<file path="src/rtl/mem_access_pkg.sv">
// Shared definitions for the memory-access stage: op encodings, access sizes,
// FSM states and small op-decoding helpers.
package mem_access_pkg;

    localparam int WBSEL_WIDTH = 2;

    localparam logic [1:0] SIZE_B = 2'd0;
    localparam logic [1:0] SIZE_H = 2'd1;
    localparam logic [1:0] SIZE_W = 2'd2;
    localparam logic [1:0] SIZE_D = 2'd3;

    typedef enum logic [3:0] {
        MEM_NONE = 4'd0,
        LB       = 4'd1,
        LH       = 4'd2,
        LW       = 4'd3,
        LD       = 4'd4,
        LBU      = 4'd5,
        LHU      = 4'd6,
        LWU      = 4'd7,
        SB       = 4'd8,
        SH       = 4'd9,
        SW       = 4'd10,
        SD       = 4'd11
    } mem_op_t;

    typedef enum logic [1:0] {
        IDLE  = 2'd0,
        WAIT  = 2'd1,
        DONE  = 2'd2,
        ABORT = 2'd3
    } state_t;

    function automatic logic mem_is_load(input mem_op_t op);
        return (op >= LB) && (op <= LWU);
    endfunction

    function automatic logic mem_is_store(input mem_op_t op);
        return (op >= SB) && (op <= SD);
    endfunction

    function automatic logic [1:0] mem_size(input mem_op_t op);
        logic [1:0] size;
        case (op)
            LH, LHU, SH: size = SIZE_H;
            LW, LWU, SW: size = SIZE_W;
            LD, SD:      size = SIZE_D;
            default:     size = SIZE_B;
        endcase
        return size;
    endfunction

endpackage

</file>
<file path="src/rtl/mem_access_if.sv">
// Data-bus request/response bundle; the pipeline stage is the master and
// holds the request until the slave answers with dresp_valid.
interface mem_access_if #(
    parameter int ADDR_W = 64,
    parameter int DATA_W = 64
);
    logic                  dreq_valid;
    logic                  dreq_we;
    logic [ADDR_W-1:0]     dreq_addr;
    logic [1:0]            dreq_size;
    logic [DATA_W/8-1:0]   dreq_strobe;
    logic [DATA_W-1:0]     dreq_wdata;
    logic                  dresp_valid;
    logic [DATA_W-1:0]     dresp_data;

    modport master (
        output dreq_valid, dreq_we, dreq_addr, dreq_size, dreq_strobe, dreq_wdata,
        input  dresp_valid, dresp_data
    );

    modport slave (
        input  dreq_valid, dreq_we, dreq_addr, dreq_size, dreq_strobe, dreq_wdata,
        output dresp_valid, dresp_data
    );
endinterface

</file>
<file path="src/rtl/mem_access_align.sv">
// Combinational byte-lane logic: alignment check, store strobe/data lane
// shifting and load extraction with sign/zero extension.
module mem_align
    import mem_access_pkg::*;
(
    input  mem_op_t     op,
    input  logic [2:0]  offset,
    input  logic [63:0] store_data,
    input  logic [63:0] load_data,
    output logic        misalign,
    output logic [1:0]  size,
    output logic [7:0]  strobe,
    output logic [63:0] wdata,
    output logic [63:0] load_value
);
    logic [3:0]  nbytes;
    logic [63:0] shifted;

    assign size   = mem_size(op);
    assign nbytes = 4'd1 << size;
    assign wdata  = store_data << {offset, 3'b000};
    assign shifted = load_data >> {offset, 3'b000};

    always_comb begin
        misalign = 1'b0;
        case (size)
            SIZE_H:  misalign = offset[0];
            SIZE_W:  misalign = |offset[1:0];
            SIZE_D:  misalign = |offset;
            default: misalign = 1'b0;
        endcase
    end

    // A lane is enabled when it falls inside [offset, offset + nbytes).
    for (genvar gi = 0; gi < 8; gi++) begin : g_strobe
        assign strobe[gi] = (4'(gi) >= {1'b0, offset}) &&
                            (4'(gi) < ({1'b0, offset} + nbytes));
    end

    always_comb begin
        load_value = shifted;
        case (op)
            LB:      load_value = {{56{shifted[7]}},  shifted[7:0]};
            LH:      load_value = {{48{shifted[15]}}, shifted[15:0]};
            LW:      load_value = {{32{shifted[31]}}, shifted[31:0]};
            LBU:     load_value = {56'd0, shifted[7:0]};
            LHU:     load_value = {48'd0, shifted[15:0]};
            LWU:     load_value = {32'd0, shifted[31:0]};
            default: load_value = shifted;
        endcase
    end
endmodule

</file>
<file path="src/rtl/mem_access.sv">
// Memory-access pipeline stage: issues held bus requests for loads/stores,
// stalls the pipeline while outstanding and passes other instructions through.
module mem_access
    import mem_access_pkg::*;
#(
    parameter int ADDR_W = 64,
    parameter int DATA_W = 64
) (
    input  logic                   clk,
    input  logic                   rst,
    input  logic [5:0]             stall,
    input  logic                   flush,
    input  mem_op_t                mem_op_i,
    input  logic [ADDR_W-1:0]      addr_i,
    input  logic [DATA_W-1:0]      store_data_i,
    input  logic [WBSEL_WIDTH-1:0] WBsel_i,
    input  logic                   RFwe_i,
    input  logic [4:0]             rdaddr_i,
    input  logic [31:0]            inst_i,
    input  logic [ADDR_W-1:0]      inst_addr_i,
    mem_access_if.master           bus,
    output logic                   stallreq_mem,
    output logic                   misalign_o,
    output logic [WBSEL_WIDTH-1:0] WBsel_o,
    output logic                   RFwe_o,
    output logic [4:0]             rdaddr_o,
    output logic [DATA_W-1:0]      rd_wdata_o,
    output logic [31:0]            inst_o,
    output logic [ADDR_W-1:0]      inst_addr_o
);
    state_t                   state_reg;
    logic                     dreq_valid_reg;
    logic                     dreq_we_reg;
    logic [ADDR_W-1:0]        dreq_addr_reg;
    logic [1:0]               dreq_size_reg;
    logic [7:0]               dreq_strobe_reg;
    logic [DATA_W-1:0]        dreq_wdata_reg;
    logic [DATA_W-1:0]        data_reg;
    mem_op_t                  op_reg;
    logic [2:0]               off_reg;
    logic [WBSEL_WIDTH-1:0]   wbsel_reg;
    logic                     rfwe_reg;
    logic [4:0]               rdaddr_reg;
    logic [31:0]              inst_reg;
    logic [ADDR_W-1:0]        inst_addr_reg;

    mem_op_t                  align_op;
    logic [2:0]               align_off;
    logic                     align_misalign;
    logic [1:0]               align_size;
    logic [7:0]               align_strobe;
    logic [63:0]              align_wdata;
    logic [63:0]              align_load;
    logic                     is_mem;
    logic                     start;
    logic                     in_idle;
    logic                     rfwe_raw;
    logic                     unused_stall;

    assign unused_stall = ^{stall[5], stall[3:0]};

    // Only one access is in flight, so the aligner serves the incoming op in
    // IDLE and the latched op (for load extraction) everywhere else.
    assign in_idle   = (state_reg == IDLE);
    assign align_op  = in_idle ? mem_op_i : op_reg;
    assign align_off = in_idle ? addr_i[2:0] : off_reg;

    mem_align u_align (
        .op         (align_op),
        .offset     (align_off),
        .store_data (store_data_i),
        .load_data  (bus.dresp_data),
        .misalign   (align_misalign),
        .size       (align_size),
        .strobe     (align_strobe),
        .wdata      (align_wdata),
        .load_value (align_load)
    );

    assign is_mem = mem_is_load(mem_op_i) || mem_is_store(mem_op_i);
    assign start  = in_idle && is_mem && !align_misalign && !flush;

    always_ff @(posedge clk) begin
        if (rst) begin
            state_reg       <= IDLE;
            dreq_valid_reg  <= 1'b0;
            dreq_we_reg     <= 1'b0;
            dreq_addr_reg   <= '0;
            dreq_size_reg   <= '0;
            dreq_strobe_reg <= '0;
            dreq_wdata_reg  <= '0;
            data_reg        <= '0;
            op_reg          <= MEM_NONE;
            off_reg         <= '0;
            wbsel_reg       <= '0;
            rfwe_reg        <= 1'b0;
            rdaddr_reg      <= '0;
            inst_reg        <= '0;
            inst_addr_reg   <= '0;
        end else begin
            case (state_reg)
                IDLE: begin
                    if (start) begin
                        state_reg       <= WAIT;
                        dreq_valid_reg  <= 1'b1;
                        dreq_we_reg     <= mem_is_store(mem_op_i);
                        dreq_addr_reg   <= {addr_i[ADDR_W-1:3], 3'b000};
                        dreq_size_reg   <= align_size;
                        dreq_strobe_reg <= align_strobe;
                        dreq_wdata_reg  <= align_wdata;
                        op_reg          <= mem_op_i;
                        off_reg         <= addr_i[2:0];
                        wbsel_reg       <= WBsel_i;
                        rfwe_reg        <= RFwe_i;
                        rdaddr_reg      <= rdaddr_i;
                        inst_reg        <= inst_i;
                        inst_addr_reg   <= inst_addr_i;
                    end
                end
                WAIT: begin
                    if (bus.dresp_valid) begin
                        dreq_valid_reg <= 1'b0;
                        state_reg      <= flush ? IDLE : DONE;
                        if (!flush && mem_is_load(op_reg))
                            data_reg <= align_load;
                    end else if (flush) begin
                        state_reg <= ABORT;
                    end
                end
                ABORT: begin
                    if (bus.dresp_valid) begin
                        dreq_valid_reg <= 1'b0;
                        state_reg      <= IDLE;
                    end
                end
                DONE: begin
                    if (!stall[4] || flush)
                        state_reg <= IDLE;
                end
                default: state_reg <= IDLE;
            endcase
        end
    end

    assign bus.dreq_valid  = dreq_valid_reg;
    assign bus.dreq_we     = dreq_we_reg;
    assign bus.dreq_addr   = dreq_addr_reg;
    assign bus.dreq_size   = dreq_size_reg;
    assign bus.dreq_strobe = dreq_strobe_reg;
    assign bus.dreq_wdata  = dreq_wdata_reg;

    assign stallreq_mem = start || (state_reg == WAIT) || (state_reg == ABORT);
    assign misalign_o   = in_idle && is_mem && align_misalign && !rst;

    always_comb begin
        WBsel_o     = WBsel_i;
        rfwe_raw    = RFwe_i;
        rdaddr_o    = rdaddr_i;
        rd_wdata_o  = DATA_W'(addr_i);
        inst_o      = inst_i;
        inst_addr_o = inst_addr_i;
        if (!in_idle) begin
            WBsel_o     = wbsel_reg;
            rfwe_raw    = rfwe_reg;
            rdaddr_o    = rdaddr_reg;
            rd_wdata_o  = data_reg;
            inst_o      = inst_reg;
            inst_addr_o = inst_addr_reg;
        end
    end

    // Bubbles emitted while stalled, aborted, trapped or in reset never write.
    assign RFwe_o = rfwe_raw && !rst && !stallreq_mem &&
                    (state_reg != ABORT) && !misalign_o;
endmodule

</file>
<file path="src/flat_wrapper.sv">
// flat-port wrapper written by rule: the top's interface ports become plain ports
module mem_access_flat import mem_access_pkg::*;
#(
    parameter int ADDR_W = 64,
    parameter int DATA_W = 64
)
  (clk, rst, stall, flush, mem_op_i, addr_i, store_data_i, WBsel_i, RFwe_i, rdaddr_i, inst_i, inst_addr_i, stallreq_mem, misalign_o, WBsel_o, RFwe_o, rdaddr_o, rd_wdata_o, inst_o, inst_addr_o, bus_dreq_valid, bus_dreq_we, bus_dreq_addr, bus_dreq_size, bus_dreq_strobe, bus_dreq_wdata, bus_dresp_valid, bus_dresp_data);
  mem_access_if #(.ADDR_W(ADDR_W), .DATA_W(DATA_W)) bus_i ();
  input  logic clk;
  input  logic rst;
  input  logic [5:0] stall;
  input  logic flush;
  input  mem_op_t mem_op_i;
  input  logic [ADDR_W-1:0] addr_i;
  input  logic [DATA_W-1:0] store_data_i;
  input  logic [WBSEL_WIDTH-1:0] WBsel_i;
  input  logic RFwe_i;
  input  logic [4:0] rdaddr_i;
  input  logic [31:0] inst_i;
  input  logic [ADDR_W-1:0] inst_addr_i;
  output logic stallreq_mem;
  output logic misalign_o;
  output logic [WBSEL_WIDTH-1:0] WBsel_o;
  output logic RFwe_o;
  output logic [4:0] rdaddr_o;
  output logic [DATA_W-1:0] rd_wdata_o;
  output logic [31:0] inst_o;
  output logic [ADDR_W-1:0] inst_addr_o;
  output wire logic [$bits(bus_i.dreq_valid)-1:0] bus_dreq_valid;
  output wire logic [$bits(bus_i.dreq_we)-1:0] bus_dreq_we;
  output wire logic [$bits(bus_i.dreq_addr)-1:0] bus_dreq_addr;
  output wire logic [$bits(bus_i.dreq_size)-1:0] bus_dreq_size;
  output wire logic [$bits(bus_i.dreq_strobe)-1:0] bus_dreq_strobe;
  output wire logic [$bits(bus_i.dreq_wdata)-1:0] bus_dreq_wdata;
  input wire logic [$bits(bus_i.dresp_valid)-1:0] bus_dresp_valid;
  input wire logic [$bits(bus_i.dresp_data)-1:0] bus_dresp_data;
  assign bus_dreq_valid = bus_i.dreq_valid;
  assign bus_dreq_we = bus_i.dreq_we;
  assign bus_dreq_addr = bus_i.dreq_addr;
  assign bus_dreq_size = bus_i.dreq_size;
  assign bus_dreq_strobe = bus_i.dreq_strobe;
  assign bus_dreq_wdata = bus_i.dreq_wdata;
  assign bus_i.dresp_valid = bus_dresp_valid;
  assign bus_i.dresp_data = bus_dresp_data;
  mem_access #(.ADDR_W(ADDR_W), .DATA_W(DATA_W)) u_core (.clk(clk), .rst(rst), .stall(stall), .flush(flush), .mem_op_i(mem_op_i), .addr_i(addr_i), .store_data_i(store_data_i), .WBsel_i(WBsel_i), .RFwe_i(RFwe_i), .rdaddr_i(rdaddr_i), .inst_i(inst_i), .inst_addr_i(inst_addr_i), .bus(bus_i), .stallreq_mem(stallreq_mem), .misalign_o(misalign_o), .WBsel_o(WBsel_o), .RFwe_o(RFwe_o), .rdaddr_o(rdaddr_o), .rd_wdata_o(rd_wdata_o), .inst_o(inst_o), .inst_addr_o(inst_addr_o));
endmodule
</file>
<file path="config.mk">
export PLATFORM = sky130hd
export DESIGN_NAME = mem_access_flat
export DESIGN_NICKNAME = d
export VERILOG_FILES = /design/src/rtl/mem_access_pkg.sv /design/src/rtl/mem_access_if.sv /design/src/rtl/mem_access_align.sv /design/src/rtl/mem_access.sv /design/src/flat_wrapper.sv
export SDC_FILE = /design/constraint.sdc
export NUM_CORES = 1
export LEC_CHECK = 0
export ABC_AREA = 1
export ABC_CLOCK_PERIOD_IN_PS = 3500
export BUFFER_PORTS_ARGS = -buffer_cell sky130_fd_sc_hd__clkbuf_2
export CAP_MARGIN = 25
export CORE_AREA = 5 5 238 240
export CTS_CLUSTER_SIZE = 8
export DETAILED_ROUTE_END_ITERATION = 8
export DIE_AREA = 0 0 243 245
export SLEW_MARGIN = 20
export SYNTH_ARGS = -nofsm -noshare
export SYNTH_HDL_FRONTEND = slang
export SYNTH_SLANG_ARGS = --single-unit
</file>
<file path="constraint.sdc">
create_clock -name clk -period 3.5 [get_ports clk]
set_clock_uncertainty 0.05 [all_clocks]
set_input_delay 0 -clock clk [delete_from_list [all_inputs] [get_ports clk]]
set_output_delay 0 -clock clk [all_outputs]
set_load 0.05 [all_outputs]
</file>
==> out/summary.txt <==
status -> finished, final reports clean
worst r2r src -> u_core.state_reg[1]
Worst Path Required -> 3910 ps
design area -> 24590 µm²
Nets -> 3751
drt wl/cell -> 18.65 µm
TritonCTS clock tree -> yes
H-tree depth -> 2
fin util -> 45.16%
Yosys reg bits -> 314
clk sinks -> 314
clk root buf -> clkbuf_16
Final Cycle Share -> 95.86%
vias in the first global route -> 19.19k
GPL Wtd Cong -> 0.9035
maximum clock rate -> 298.1 MHz
die width -> 243 µm
XOR/XNOR share of the synthesized area -> 0.05224%
initial antenna violation count -> 8
final hold vios -> 0
share of cells above drive strength 1 -> 21.70%
initial drt markers -> 1719
post-CTS setup buffer count -> 0
Least-Margin Pin Slew -> 965.6 ps
remaining antenna violation count -> 0
# IOs -> 620
cells after synthesis -> 2642
largest net degree at the start of global routing -> 226
all-layer global routing usage -> 24.34%
chip height -> 245 µm
Worst-Skew Late Latency -> 580 ps
Static Leakage -> 11.31 nW
ys flop type -> dfxtp_1
Post-synth top cells -> nand2_1 (766), o21ai_0 (451), dfxtp_1 (314)
yosys warns -> 0
EDFF count, synth -> 0
hold_sp -> bus_dresp_data[31]
Slew Viols, Final -> 0
Hold EP -> u_core.data_reg[23]
CTS Buffer Depth -> 3
register area share after synthesis -> 37.49%
crit path time final -> 3355 ps
Initial Util -> 30.79%
IO buf count -> 611
WP buf/inv -> 5
die area -> 59540 µm²
core area -> 54450 µm²
hpwl dp -> 54950 µm
pwr/cell area -> 1039 nW/µm²
Synth Area in Adders -> 0.6418%
most numerous cell in the Yosys netlist -> nand2_1
cell accounting for the most synthesized area -> dfxtp_1
Max stage delay on crit path -> 620 ps
RR Endpoint -> u_core.data_reg[4]
DR vias/cell -> 4.979
post-synthesis compound-gate area fraction -> 26.56%
post-synthesis mux area share -> 0%
DRT Pass-1 Iters -> 5
R2R depth -> 12
Slowest-stage cell, CP -> dlygate4sd3_1
total CTS buffers -> 46
Crit path depth -> 12
WS Path Type -> flop to flop
Hold Path Depth -> 7
endpoint class of the critical path -> flop
CP arrival -> 3760 ps
Row Count -> 86
area fraction of the dominant cell type after synthesis -> 37.49%
synth top area cells -> dfxtp_1 (37%), nand2_1 (17%), o21ai_0 (13%)
worst-path cell chain -> nor2_4 > buf_4 > nand2_1 > nand2_8 > inv_4 > buf_12 > nor2_1 > nor2_1 > o21ai_0 > dlygate4sd3_1 > a31oi_1 > dlygate4sd3_1
type of origin of the critical path -> flop
DR vias -> 20.70k
final wirelength -> 77550 µm
placed cell area -> 20240 µm²
slew margin rel. -> 35.62%
CP Max Fanout -> 36
global-route wire length before repair -> 115700 µm
R2R Setup Slk -> 150 ps
grt total ovfl -> 0
total of max-cap violations -> 0
Crit path max-delay family -> buffers and inverters
Synth Area in Simple Gates -> 24.48%
power consumption -> 25.54 mW
asr flop ratio synth -> 0%
DRC Markers -> 0
Unique masters post-synth -> 43
Clock Pin Slew Worst Setup and Hold Paths -> 50 ps
largest family of logic cells by synthesized area -> compound AO/OA/AOI/OAI gates
Final Setup Violations -> 0
mapped cell area -> 16770 µm²
VDD IR max -> 0.8071 mV
Min Hold Slack -> 42.23 ps
syn_area_per_cell -> 6.346 µm²
type of the most critical hold path -> primary input to flop
area grow syn2layout -> 46.66%
-- power by group --
group          switching [mW]  internal, mW
logic                    12.5          4.13
clock network            1.67          2.42
registers               0.366          4.49
-- tightest hold or removal path, stage by stage --
cell and delay, ps:
clkbuf_2 90, o21ai_0 120, nand2_1 90, nand3_1 70
a21oi_1 120, nor2_1 60, nor2_1 70
-- cell type report --
type | count | area (µm²)
diodes | 10 | 25.02
multi-input cells | 1893 | 8732
well taps | 704 | 880.8
clock inverters | 2 | 13.76
clock buffers | 56 | 1230
fillers | 5599 | 29860
inverters | 226 | 858.3
repair buffers | 952 | 6563
flip-flops and latches | 314 | 6286
-- cell usage in the layout (no fill, tap or decap), types with 30 or more instances in the layout --
master / n
buf_4: 30
nor2_1: 202
dfxtp_1: 314
inv_1: 215
clkbuf_16: 49
nand3_1: 42
o21ai_0: 450
dlygate4sd3_1: 298
a21oi_1: 281
nand2_1: 764
clkbuf_2: 608
-- metrics by stage --
| stage | instances | setup TNS, ps | setup slack, ps |
|---|---|---|---|
| after floorplan | 2644 | 0 | 52.65 |
| after global placement | 3789 | 0 | 375.9 |
| after detailed placement | 3789 | 0 | 346.5 |
| after CTS | 4145 | 0 | 62.20 |
| after global routing | 4149 | -13.85 | -13.85 |
| final | 4157 | 0 | 145.1 |
-- routing by layer --
metal	share of wire (%)	global-route usage, %	vias up	wire length (µm)
li1	-	-	10190	-
met1	42	31.33	9432	32520
met2	45	39.18	921	34790
met3	9.9	7.568	158	7663
met4	3.3	7.727	2	2554
met5	0.017	0	-	13
-- cells by family (layout without fill, tap and decap cells) --
kind of cell / count (synthesis) / in the layout
xor+xnor: 1 / 1
compound gates: 834 / 834
flops: 314 / 314
other cells: 1 / 13
simple gates: 1047 / 1047
buf+inv: 437 / 1236
fa+ha+maj: 8 / 8
-- worst max-delay path by stage --
stage,start,endpoint,slack (ps)
after floorplan,u_core.state_reg[1],RFwe_o,50
after global placement,u_core.state_reg[1],u_core.bus.dreq_addr[29],380
after detailed placement,u_core.state_reg[1],u_core.bus.dreq_addr[26],350
after CTS,u_core.state_reg[0],u_core.data_reg[3],60
after global routing,u_core.state_reg[1],u_core.data_reg[4],-10
final,u_core.state_reg[1],u_core.data_reg[4],150
-- what timing repair did --
item                                   4_1_cts  5_1_grt
gates resized for setup                      1       13
hold buffers                               298        0
endpoints found under the hold margin      262        0
setup endpoints to repair                    1       52
gates cloned                                 0        2
pin swaps                                    0        1
Power figures use the tool's default switching activity.
